<file path="config.mk">
export PLATFORM = sky130hd
export DESIGN_NAME = ssd_scan_driver
export DESIGN_NICKNAME = d
export VERILOG_FILES = /design/src/rtl/ssd_pkg.sv /design/src/rtl/ssd_refresh_timer.sv /design/src/rtl/ssd_scan_driver.sv
export SDC_FILE = /design/constraint.sdc
export NUM_CORES = 1
export LEC_CHECK = 0
export CAP_MARGIN = 20
export CORE_MARGIN = 4
export CORE_UTILIZATION = 30
export DETAILED_ROUTE_END_ITERATION = 6
export GPL_TIMING_DRIVEN = 0
export PLACE_DENSITY = 0.46
export RECOVER_POWER = 50
export SYNTH_ARGS = -nofsm -noshare
export SYNTH_HDL_FRONTEND = slang
export SYNTH_HIERARCHICAL = 1
export SYNTH_SLANG_ARGS = --single-unit
export TNS_END_PERCENT = 50
</file>
<file path="constraint.sdc">
create_clock -name clk -period 5.5 [get_ports clk]
set_input_delay 0.55 -clock clk [delete_from_list [all_inputs] [get_ports clk]]
set_output_delay 0.55 -clock clk [all_outputs]
set_load 0.02 [all_outputs]
</file>
<file path="src/rtl/ssd_pkg.sv">
// Shared constants and helpers for the seven-segment scan driver.
// Optional build macro: SSD_LZ_SUPPRESS_EN (leading-zero suppression).
package ssd_pkg;

   localparam int DEF_DIGIT_COUNT  = 4;
   localparam int DEF_REFRESH_DIV  = 100000;
   localparam int DEF_BLANK_CYCLES = 1000;

   localparam logic AN_ON  = 1'b0;
   localparam logic AN_OFF = 1'b1;
   localparam logic DP_ON  = 1'b0;
   localparam logic DP_OFF = 1'b1;

   function automatic int cnt_width(input int div);
      return $clog2(div);
   endfunction

endpackage

</file>
<file path="src/rtl/ssd_refresh_timer.sv">
// Per-digit slot counter: flags the last cycle of a slot and the
// anti-ghosting blank window at the start of each slot.
module ssd_refresh_timer
   import ssd_pkg::*;
#(
   parameter int REFRESH_DIV  = DEF_REFRESH_DIV,
   parameter int BLANK_CYCLES = DEF_BLANK_CYCLES
) (
   input  logic clk,
   input  logic rst,
   input  logic en,
   output logic slot_end,
   output logic blank_phase
);

   localparam int CW = cnt_width(REFRESH_DIV);
   localparam logic [CW-1:0] LAST = CW'(REFRESH_DIV - 1);

   logic [CW-1:0] cnt;

   // slot counter; held at zero while scanning is disabled
   always_ff @(posedge clk or negedge rst) begin
      if (!rst)
         cnt <= '0;
      else if (!en)
         cnt <= '0;
      else if (cnt == LAST)
         cnt <= '0;
      else
         cnt <= cnt + 1'b1;
   end

   assign slot_end = en && (cnt == LAST);

   if (BLANK_CYCLES == 0) begin : g_noblank
      assign blank_phase = 1'b0;
   end else begin : g_blank
      localparam logic [CW-1:0] BLANK = CW'(BLANK_CYCLES);
      assign blank_phase = (cnt < BLANK);
   end

endmodule

</file>
<file path="src/rtl/ssd_scan_driver.sv">
// Multiplexed common-anode 7-seg scan driver with frame-synchronous
// shadow update. Optional macro: SSD_LZ_SUPPRESS_EN.
module ssd_scan_driver
   import ssd_pkg::*;
#(
   parameter int DIGIT_COUNT  = DEF_DIGIT_COUNT,
   parameter int REFRESH_DIV  = DEF_REFRESH_DIV,
   parameter int BLANK_CYCLES = DEF_BLANK_CYCLES
) (
   input  logic                     clk,
   input  logic                     rst,
   input  logic                     en,
   input  logic                     update,
   input  logic [4*DIGIT_COUNT-1:0] value_in,
   input  logic [DIGIT_COUNT-1:0]   dp_in,
   output logic [3:0]               digit,
   output logic [DIGIT_COUNT-1:0]   an,
   output logic                     dp,
   output logic                     frame_done
);

   localparam int IW = (DIGIT_COUNT > 1) ? $clog2(DIGIT_COUNT) : 1;
   localparam logic [IW-1:0] LASTI = IW'(DIGIT_COUNT - 1);

   logic                     slot_end;
   logic                     blank_phase;
   logic                     boundary;
   logic                     run;
   logic                     pending;
   logic                     show;
   logic [IW-1:0]            idx;
   logic [4*DIGIT_COUNT-1:0] shadow_val;
   logic [DIGIT_COUNT-1:0]   shadow_dp;
   logic [4*DIGIT_COUNT-1:0] act_val;
   logic [DIGIT_COUNT-1:0]   act_dp;

   ssd_refresh_timer #(
      .REFRESH_DIV  (REFRESH_DIV),
      .BLANK_CYCLES (BLANK_CYCLES)
   ) u_timer (
      .clk         (clk),
      .rst         (rst),
      .en          (en),
      .slot_end    (slot_end),
      .blank_phase (blank_phase)
   );

   assign boundary = slot_end && (idx == LASTI);

   // digit index, registered enable and frame pulse
   always_ff @(posedge clk or negedge rst) begin
      if (!rst) begin
         idx        <= '0;
         run        <= 1'b0;
         frame_done <= 1'b0;
      end else begin
         run        <= en;
         frame_done <= boundary;
         if (!en)
            idx <= '0;
         else if (boundary)
            idx <= '0;
         else if (slot_end)
            idx <= idx + 1'b1;
      end
   end

   // shadow capture and frame-synchronous transfer to active
   always_ff @(posedge clk or negedge rst) begin
      if (!rst) begin
         shadow_val <= '0;
         shadow_dp  <= '0;
         pending    <= 1'b0;
         act_val    <= '0;
         act_dp     <= '0;
      end else begin
         if (update) begin
            shadow_val <= value_in;
            shadow_dp  <= dp_in;
         end
         if (boundary) begin
            pending <= 1'b0;
            if (update) begin
               act_val <= value_in;
               act_dp  <= dp_in;
            end else if (pending) begin
               act_val <= shadow_val;
               act_dp  <= shadow_dp;
            end
         end else if (update) begin
            pending <= 1'b1;
         end
      end
   end

`ifdef SSD_LZ_SUPPRESS_EN
   logic [DIGIT_COUNT-1:0] lit_mask;

   // a digit is lit if it or any more significant digit carries content
   always_comb begin
      logic nz;
      nz       = 1'b0;
      lit_mask = '0;
      for (int k = DIGIT_COUNT - 1; k >= 0; k--) begin
         nz          = nz | (|act_val[4*k +: 4]) | act_dp[k];
         lit_mask[k] = nz || (k == 0);
      end
   end

   assign show = lit_mask[idx];
`else
   assign show = 1'b1;
`endif

   // output decode from registered state only
   always_comb begin
      digit = act_val[{idx, 2'b00} +: 4];
      dp    = act_dp[idx] ? DP_ON : DP_OFF;
      an    = {DIGIT_COUNT{AN_OFF}};
      if (run && !blank_phase && show)
         an[idx] = AN_ON;
   end

endmodule

</file>
After elaboration in Yosys (flattened, before gate mapping)
Index checks and enable logic that the tools add are counted.
- equality and inequality tests: 3
- divide/modulo/power cells: 0
- order comparisons: 3
- multipliers: 0
- shifts and indexed selects: 1
- reductions and logical operators: 8
- add/subtract/negate cells: 2
- mux-type cells: 17
- bitwise gates (word level): 1
- operators by type and width (operator ; number):
    2-to-1 mux 17 bit ; 2
    2-to-1 mux 16 bit ; 2
    adder 17 x 1 -> 17 bit (second input constant) ; 1
    equality test 17 bit (second input constant) ; 1
    < comparator 17 x 10 -> 1 bit (second input constant) ; 1
    variable part select 16 x 5 -> 4 bit ; 1
    2-to-1 mux 4 bit ; 3
    2-to-1 mux 2 bit ; 3
    2-to-1 mux 1 bit ; 5
    logical AND 1 bit ; 4
    inverter 4 bit ; 1
    nonzero test 2 bit ; 2
    < comparator 2 x 3 -> 1 bit (second input constant) ; 1
    inequality test 3 x 1 -> 1 bit (second input constant) ; 1
    adder 2 x 1 -> 2 bit (second input constant) ; 1
    binary-select mux 1 bit (select 2 bit) ; 1
    demux 1 bit (select 2 bit) ; 1
    equality test 2 bit (second input constant) ; 1
    >= comparator 2 x 1 -> 1 bit (second input constant) ; 1
    AND reduction 2 bit ; 1
    zero test 1 bit ; 1
- RAM bits: 0
- latch bits: 0
- output and inout port bits: 10
- bits of input ports: 24
- word-level logic and storage cells: 44
- bits in read-only memories: 0
- memories kept: 0
- register bits: 62

Longest topological paths before layout
Gate-level depths: netlist of the first run.
- word-level depth: 6
- depth in mapped cells: 7
- mapped depth without buffers: 6

Modules after synthesis
Netlist of the first run, hierarchy kept.
- by module, submodules not included (module ; seq. area each (sq um) ; cells each ; times used ; area an instance (sq um)):
    ssd_scan_driver ; 1126.1 ; 117 ; 1 ; 2033.2
    ssd_refresh_timer ; 425.4 ; 94 ; 1 ; 915.9

Least setup slack after synthesis of the first run
No wires, ideal clock.
- path type: reg2reg
- start point: register u_timer.cnt[0]
- end point: register act_dp[0]
- library setup time: 125 ps
- buffers on the path: 1
- stages on the path, launching flop included: 8
- setup slack: 3483 ps
- period minus slack after synthesis: 2017 ps
- data required time: 5375 ps
- arrival: 1892 ps
- path through: dfrtp_1 ha_1 and4_2 nand4_1 nor2_1 o211a_1 buf_6 mux2_4
- word-level cells in the longest chain between the ends: 4
- RTL lines (element ; line ; text):
    start, declared ; ssd_refresh_timer.sv:19 ; logic [CW-1:0] cnt;
    start signal, assigned ; ssd_refresh_timer.sv:30 ; cnt <= cnt + 1'b1;
    equality test 17 bit ; ssd_refresh_timer.sv:33 ; assign slot_end = en && (cnt == LAST);
    logical AND 1 bit ; ssd_refresh_timer.sv:33 ;
    net slot_end ; ssd_scan_driver.sv:25 ; logic slot_end;
    logical AND 1 bit ; ssd_scan_driver.sv:48 ; assign boundary = slot_end && (idx == LASTI);
    AND reduction 2 bit (no line) ; n/a ;
    end signal, assigned ; ssd_scan_driver.sv:85 ; act_dp <= dp_in;
    end signal, assigned ; ssd_scan_driver.sv:88 ; act_dp <= shadow_dp;
    end, declared ; ssd_scan_driver.sv:35 ; logic [DIGIT_COUNT-1:0] act_dp;
The timed path passes the listed nets, and every way through them passes these cells.
A chain may end at the register's enable or synchronous reset.

==> run metrics, run 1 <==
M1 WL 2810 um; Max FO, Critical Path 62; CP bufs+invs 1; Initial DRT Pass Iterations 4; met3 routed WL 309 um; dpl ws 3.07 ns; first-pass GRT wire length 9900 um; TNS Setup 0 ns; Unique masters post-synth 37; initial core utilization 31.3%; post-layout util 38.9%; post_cts resized 0; H-tree levels 3; DRT iter0 DRCs 40; initial antenna violation count 0; Pwr Total 1.03 mW; DIE AREA 11500 um^2; Sequential Area 1550 um^2; Avg WL per Cell 14.9 um; GP Congestion 0.771; later-pin clock latency in the skew report 0.34 ns; share of the synthesized area in the top cell type 52.6%; Leakage 1.57 nW; Post-CTS Hold Fix Bufs 0; area occupied by multi-input gates 1300 um^2; Max Slew Vio Count 63; Sw Pwr 0.210 mW; DP Wirelength 3840 um; clock power share 47.1%; CP endpoint kind async pin; Worst-Margin Slew 3.36 ns; root buf cell clkbuf_8; flop2flop setup slack 3.19 ns; Post-synth ARST share 100%; Detail Route Antenna Nets 0; relative slew slack -124%; Int Pwr 0.822 mW; fin nets 284; Post-synth top cells dfrtp_1, mux2_4, nor2_1; synthesis-stage register bit count 62; IO Port Bufs 33; Inserted Diodes 0; Core Box Area 9420 um^2; Setup Buffers After CTS 0; Synth Area per Inst 14.0 um^2; Synth-to-Final Area Change 24.1%; Yosys warnings 6; Die Y 107 um; share of layout cells above drive strength 1 28.2%; fin cells 388; count leader, synth dfrtp_1; total placed cells including tap cells 373; WL met2 2590 um; Max Cap Viol 1; total grt overflow 0; status complete, but fails checks; largest net degree at the start of global routing 63; num rows 35; deepest clock path buffer count 2; startpoint types input port; type of the tightest min-delay check reg2reg; unrepaired setup endpoints after global routing no; Top delay family on crit path buffers and inverters; Die W 107 um; fraction of the yosys area taken by sequential cells 52.6%; critical path arrival 2.92 ns; WL final 5790 um; Post-synth EDFFs 0; PD cells 282 nW/um^2; CTS Buf Count 9; R2R cell count 7; Sw Share 20.4%; post-route cell area 3660 um^2; top sig layer met4; CTS tree built; final hold vios 0; Comb power frac 6.5%; Worst path depth 1; Synth Instances 211; Final WS setup 2.28 ns; post-route DRC violation count 0; # IOs 34; Clock transition at path regs 0.06 ns; Peak VDD IR 139 uV; Synth area leaders dfrtp_1, mux2_4, mux4_2, xnor2_1, nor2_1; Worst EP required 5.20 ns; fin crit share 58.6%; fmax 310 MHz; prevailing post-synth register cell dfrtp_1; worst-path cell chain clkbuf_1; vias post-DR 1732; Fin Clk Skew 0.00588 ns; vias per cell 4.46; mapped cell area 2950 um^2; failing checks capacitance limit, slew limit; Final min period 3.22 ns; WHS 0.493 ns; # fillers 901; GRT Overall Usage 11.5%; Slowest cell on crit path clkbuf_1; Mapped Nets 240; Setup-failing EPs final 0; area leader, netlist dfrtp_1; WS Path Type in2async; slowest stage delay, CP 2.33 ns; vias in the first global route 1832; WHS Path Cells 1; Num Clock Sinks 62; Placed Area 3440 um^2; Flop pwr share 46.4%
cells in the final DEF (no fill, tap or decap), drive strengths merged, types with 6 or more instances in the layout:
cell	n
buf	6
inv	6
clkdlybuf4s50	30
mux2	40
clkbuf	14
dfrtp	62
nand2	12
xnor2	10
nor2	22
nand4	7
nor4	6
worst paths after layout:
kind / endpoint / from
worst min-delay path: shadow_val[14]$_DFFE_PN0P_ / shadow_val[14]$_DFFE_PN0P_
max in group clk: dp / idx[0]$_DFFE_PN0P_
worst max-delay path: u_timer/cnt[14]$_DFF_PN0_ / rst
worst max register to register: act_val[4]$_DFFE_PN0P_ / u_timer/cnt[0]$_DFF_PN0_
worst min register to register: shadow_val[14]$_DFFE_PN0P_ / shadow_val[14]$_DFFE_PN0P_
min in group asynchronous: shadow_val[6]$_DFFE_PN0P_ / rst
cell families after synthesis:
logic type	after synthesis	share of synthesized area, %
AO/OA/AOI/OAI	7	1.82
XOR/XNOR	13	3.86
adder cells (fa/ha/maj)	5	2.12
buffers and inverters	14	3.22
flip-flops	62	52.6
multiplexers	46	24.4
AND/OR/NAND/NOR	64	12.0
state kept, by name (all words and copies together) (netlist names):
signal	count
u_timer/cnt	17
act_val	16
shadow_val	16
act_dp	4
shadow_dp	4
idx	2
frame_done	1
pending	1
run	1
routing by layer:
layer  GRT usage, %  up-vias
li1               -      832
met1           15.3      865
met2           16.8       27
met3           5.00        8
met4           3.84        0
met5              0        -
layout make-up:
| type | count | area share, % |
|---|---|---|
| clock buffer | 11 | 3.86 |
| inverter | 6 | 0.615 |
| multi-input combinational | 135 | 35.5 |
| sequential | 62 | 42.4 |
| tap | 129 | 4.41 |
| timing repair buffer | 33 | 8.85 |
| clock inverter | 4 | 2.60 |
| buffer | 8 | 1.78 |
power groups by stage:
stage | Clock (mW) | Combinational, mW | Sequential, mW
CTS | 0.501 | 0.0710 | 0.479
floorplan | 0 | 0.0371 | 0.486
finish | 0.486 | 0.0668 | 0.479
global placement | 0 | 0.0702 | 0.487
detailed placement | 0 | 0.0701 | 0.487
global route | 0.529 | 0.0748 | 0.481
Power figures use the tool's default switching activity.
==> run 2: changes to the inputs <==
==> constraint.sdc (replaced) <==
create_clock -name clk -period 3 [get_ports clk]
set_input_delay 0.3 -clock clk [delete_from_list [all_inputs] [get_ports clk]]
set_output_delay 0.3 -clock clk [all_outputs]
set_load 0.02 [all_outputs]
==> run 2 against run 1 <==
The run still ends with capacitance limit, slew limit left. Via count is 0.12% higher. Clock-buffer cell count stayed put. Flip-flop and latch count stayed put. Power is 83% higher. Register-to-register slack worse by 2.5 ns. Critical path depth is 3 higher. Combinational power is 84% higher. Critical endpoint is now dp. Largest cell class unchanged.
==> run metrics, run 2 (same netlist as run 1, synthesis figures left out) <==
Worst-Margin Slew 1.57 ns; share of layout cells above drive strength 1 28.6%; Worst EP required 2.70 ns; Die Y 107 um; initial core utilization 31.3%; WL final 5790 um; DRT iter0 DRCs 40; IO Port Bufs 33; TNS Setup 0 ns; Synth-to-Final Area Change 24.1%; Setup-failing EPs final 0; R2R cell count 7; Die W 107 um; largest net degree at the start of global routing 63; Setup crit end dp; num rows 35; startpoint types register; post_cts resized 0; R2R Path Start u_timer/cnt[0]$_DFF_PN0_; Sequential Area 1550 um^2; relative slew slack -4.56%; # IOs 34; vias per cell 4.47; CP bufs+invs 3; GRT Overall Usage 11.5%; Peak VDD IR 255 uV; Leakage 1.58 nW; Clock transition at path regs 0.07 ns; fin crit share 84.9%; Top delay family on crit path buffers and inverters; Fin Clk Skew 0.00594 ns; deepest clock path buffer count 2; Worst path depth 4; Max Slew Vio Count 63; vias post-DR 1734; Worst Setup SP idx[0]$_DFFE_PN0P_; CTS tree built; GP Congestion 0.771; Max Cap Viol 1; slowest stage delay, CP 0.59 ns; WS Path Type reg2out; PD cells 517 nW/um^2; Final min period 2.55 ns; failing checks capacitance limit, slew limit; later-pin clock latency in the skew report 0.34 ns; Core Box Area 9420 um^2; CP endpoint kind output port; Setup Buffers After CTS 0; status complete, but fails checks; CTS Buf Count 9; Max FO, Critical Path 8; H-tree levels 3; fmax 392 MHz; Initial DRT Pass Iterations 4; area occupied by multi-input gates 1300 um^2; unrepaired setup endpoints after global routing no; type of the tightest min-delay check in2async; Slowest cell on crit path clkdlybuf4s50_1; first-pass GRT wire length 9900 um; Biggest register u_timer/cnt; max reg flops 17; final hold vios 0; largest registers u_timer/cnt: 17 flops, act_val: 16 flops, shadow_val: 16 flops; most common cell after layout, fill and taps aside dfrtp_1; initial antenna violation count 0; post-route DRC violation count 0; DP Wirelength 3840 um; critical path arrival 2.25 ns; post-layout util 38.9%; Avg WL per Cell 14.9 um; Detail Route Antenna Nets 0; vias in the first global route 1832; DIE AREA 11500 um^2; Inserted Diodes 0; Pwr Total 1.89 mW; root buf cell clkbuf_8; flop2flop setup slack 0.69 ns; # fillers 901; Post-CTS Hold Fix Bufs 0; Num Clock Sinks 62; most frequent cells in the layout dfrtp_1, mux2_4, clkdlybuf4s50_1; worst-path cell chain buf_2 > mux4_2 > inv_1 > clkdlybuf4s50_1; Reg2Reg Capture Point act_val[4]$_DFFE_PN0P_; fin nets 284; total grt overflow 0
run 2: changes by cell type in the layout (fill, tap and decap cells not counted):
cell,previous run,this run
clkbuf_1,4,3
clkbuf_2,0,1
run 2: area by class of cell:
class	count	area share, %
buffer	8	1.78
clock buffer	11	3.86
clock inverter	4	2.60
inverter	6	0.615
multi-input combinational	135	35.5
sequential	62	42.4
tap	129	4.41
timing repair buffer	33	8.89
run 2: through the flow:
stage,hold slack (ns),area [um^2],cells,worst slack [ns]
final,0.339,3660,388,0.452
after global routing,0.470,3660,388,0.281
after CTS,0.0655,3670,388,0.408
after detailed placement,0.445,3440,373,0.686
after global placement,0.476,3440,373,-0.535
after floorplan,0.00441,2950,211,0.983
run 2: power by group:
group / total (mW) / internal (mW) / switching, mW / leakage (nW)
Combinational: 0.123 / 0.0711 / 0.0516 / 0.646
Sequential: 0.878 / 0.867 / 0.0110 / 0.811
Clock: 0.892 / 0.569 / 0.323 / 0.119
Total: 1.89 / 1.51 / 0.385 / 1.58
run 2: worst min path at each step:
stage	start	end	slack [ns]	cells after the start
after floorplan	rst	act_dp[0]$_DFFE_PN0P_	0.004	0
after global placement	shadow_val[6]$_DFFE_PN0P_	shadow_val[6]$_DFFE_PN0P_	0.48	1
after detailed placement	rst	shadow_val[6]$_DFFE_PN0P_	0.45	1
after CTS	rst	shadow_val[6]$_DFFE_PN0P_	0.07	1
after global routing	rst	shadow_val[6]$_DFFE_PN0P_	0.47	1
final	rst	shadow_val[6]$_DFFE_PN0P_	0.34	1
run 2: per-layer routing:
metal / GRT usage, % / share of wire (%) / vias up
met3: 5.00 / 5.3 / 8
met4: 3.84 / 1.4 / 0
met5: 0 / 0 / -
li1: - / - / 832
met1: 15.3 / 49 / 867
met2: 16.8 / 45 / 27
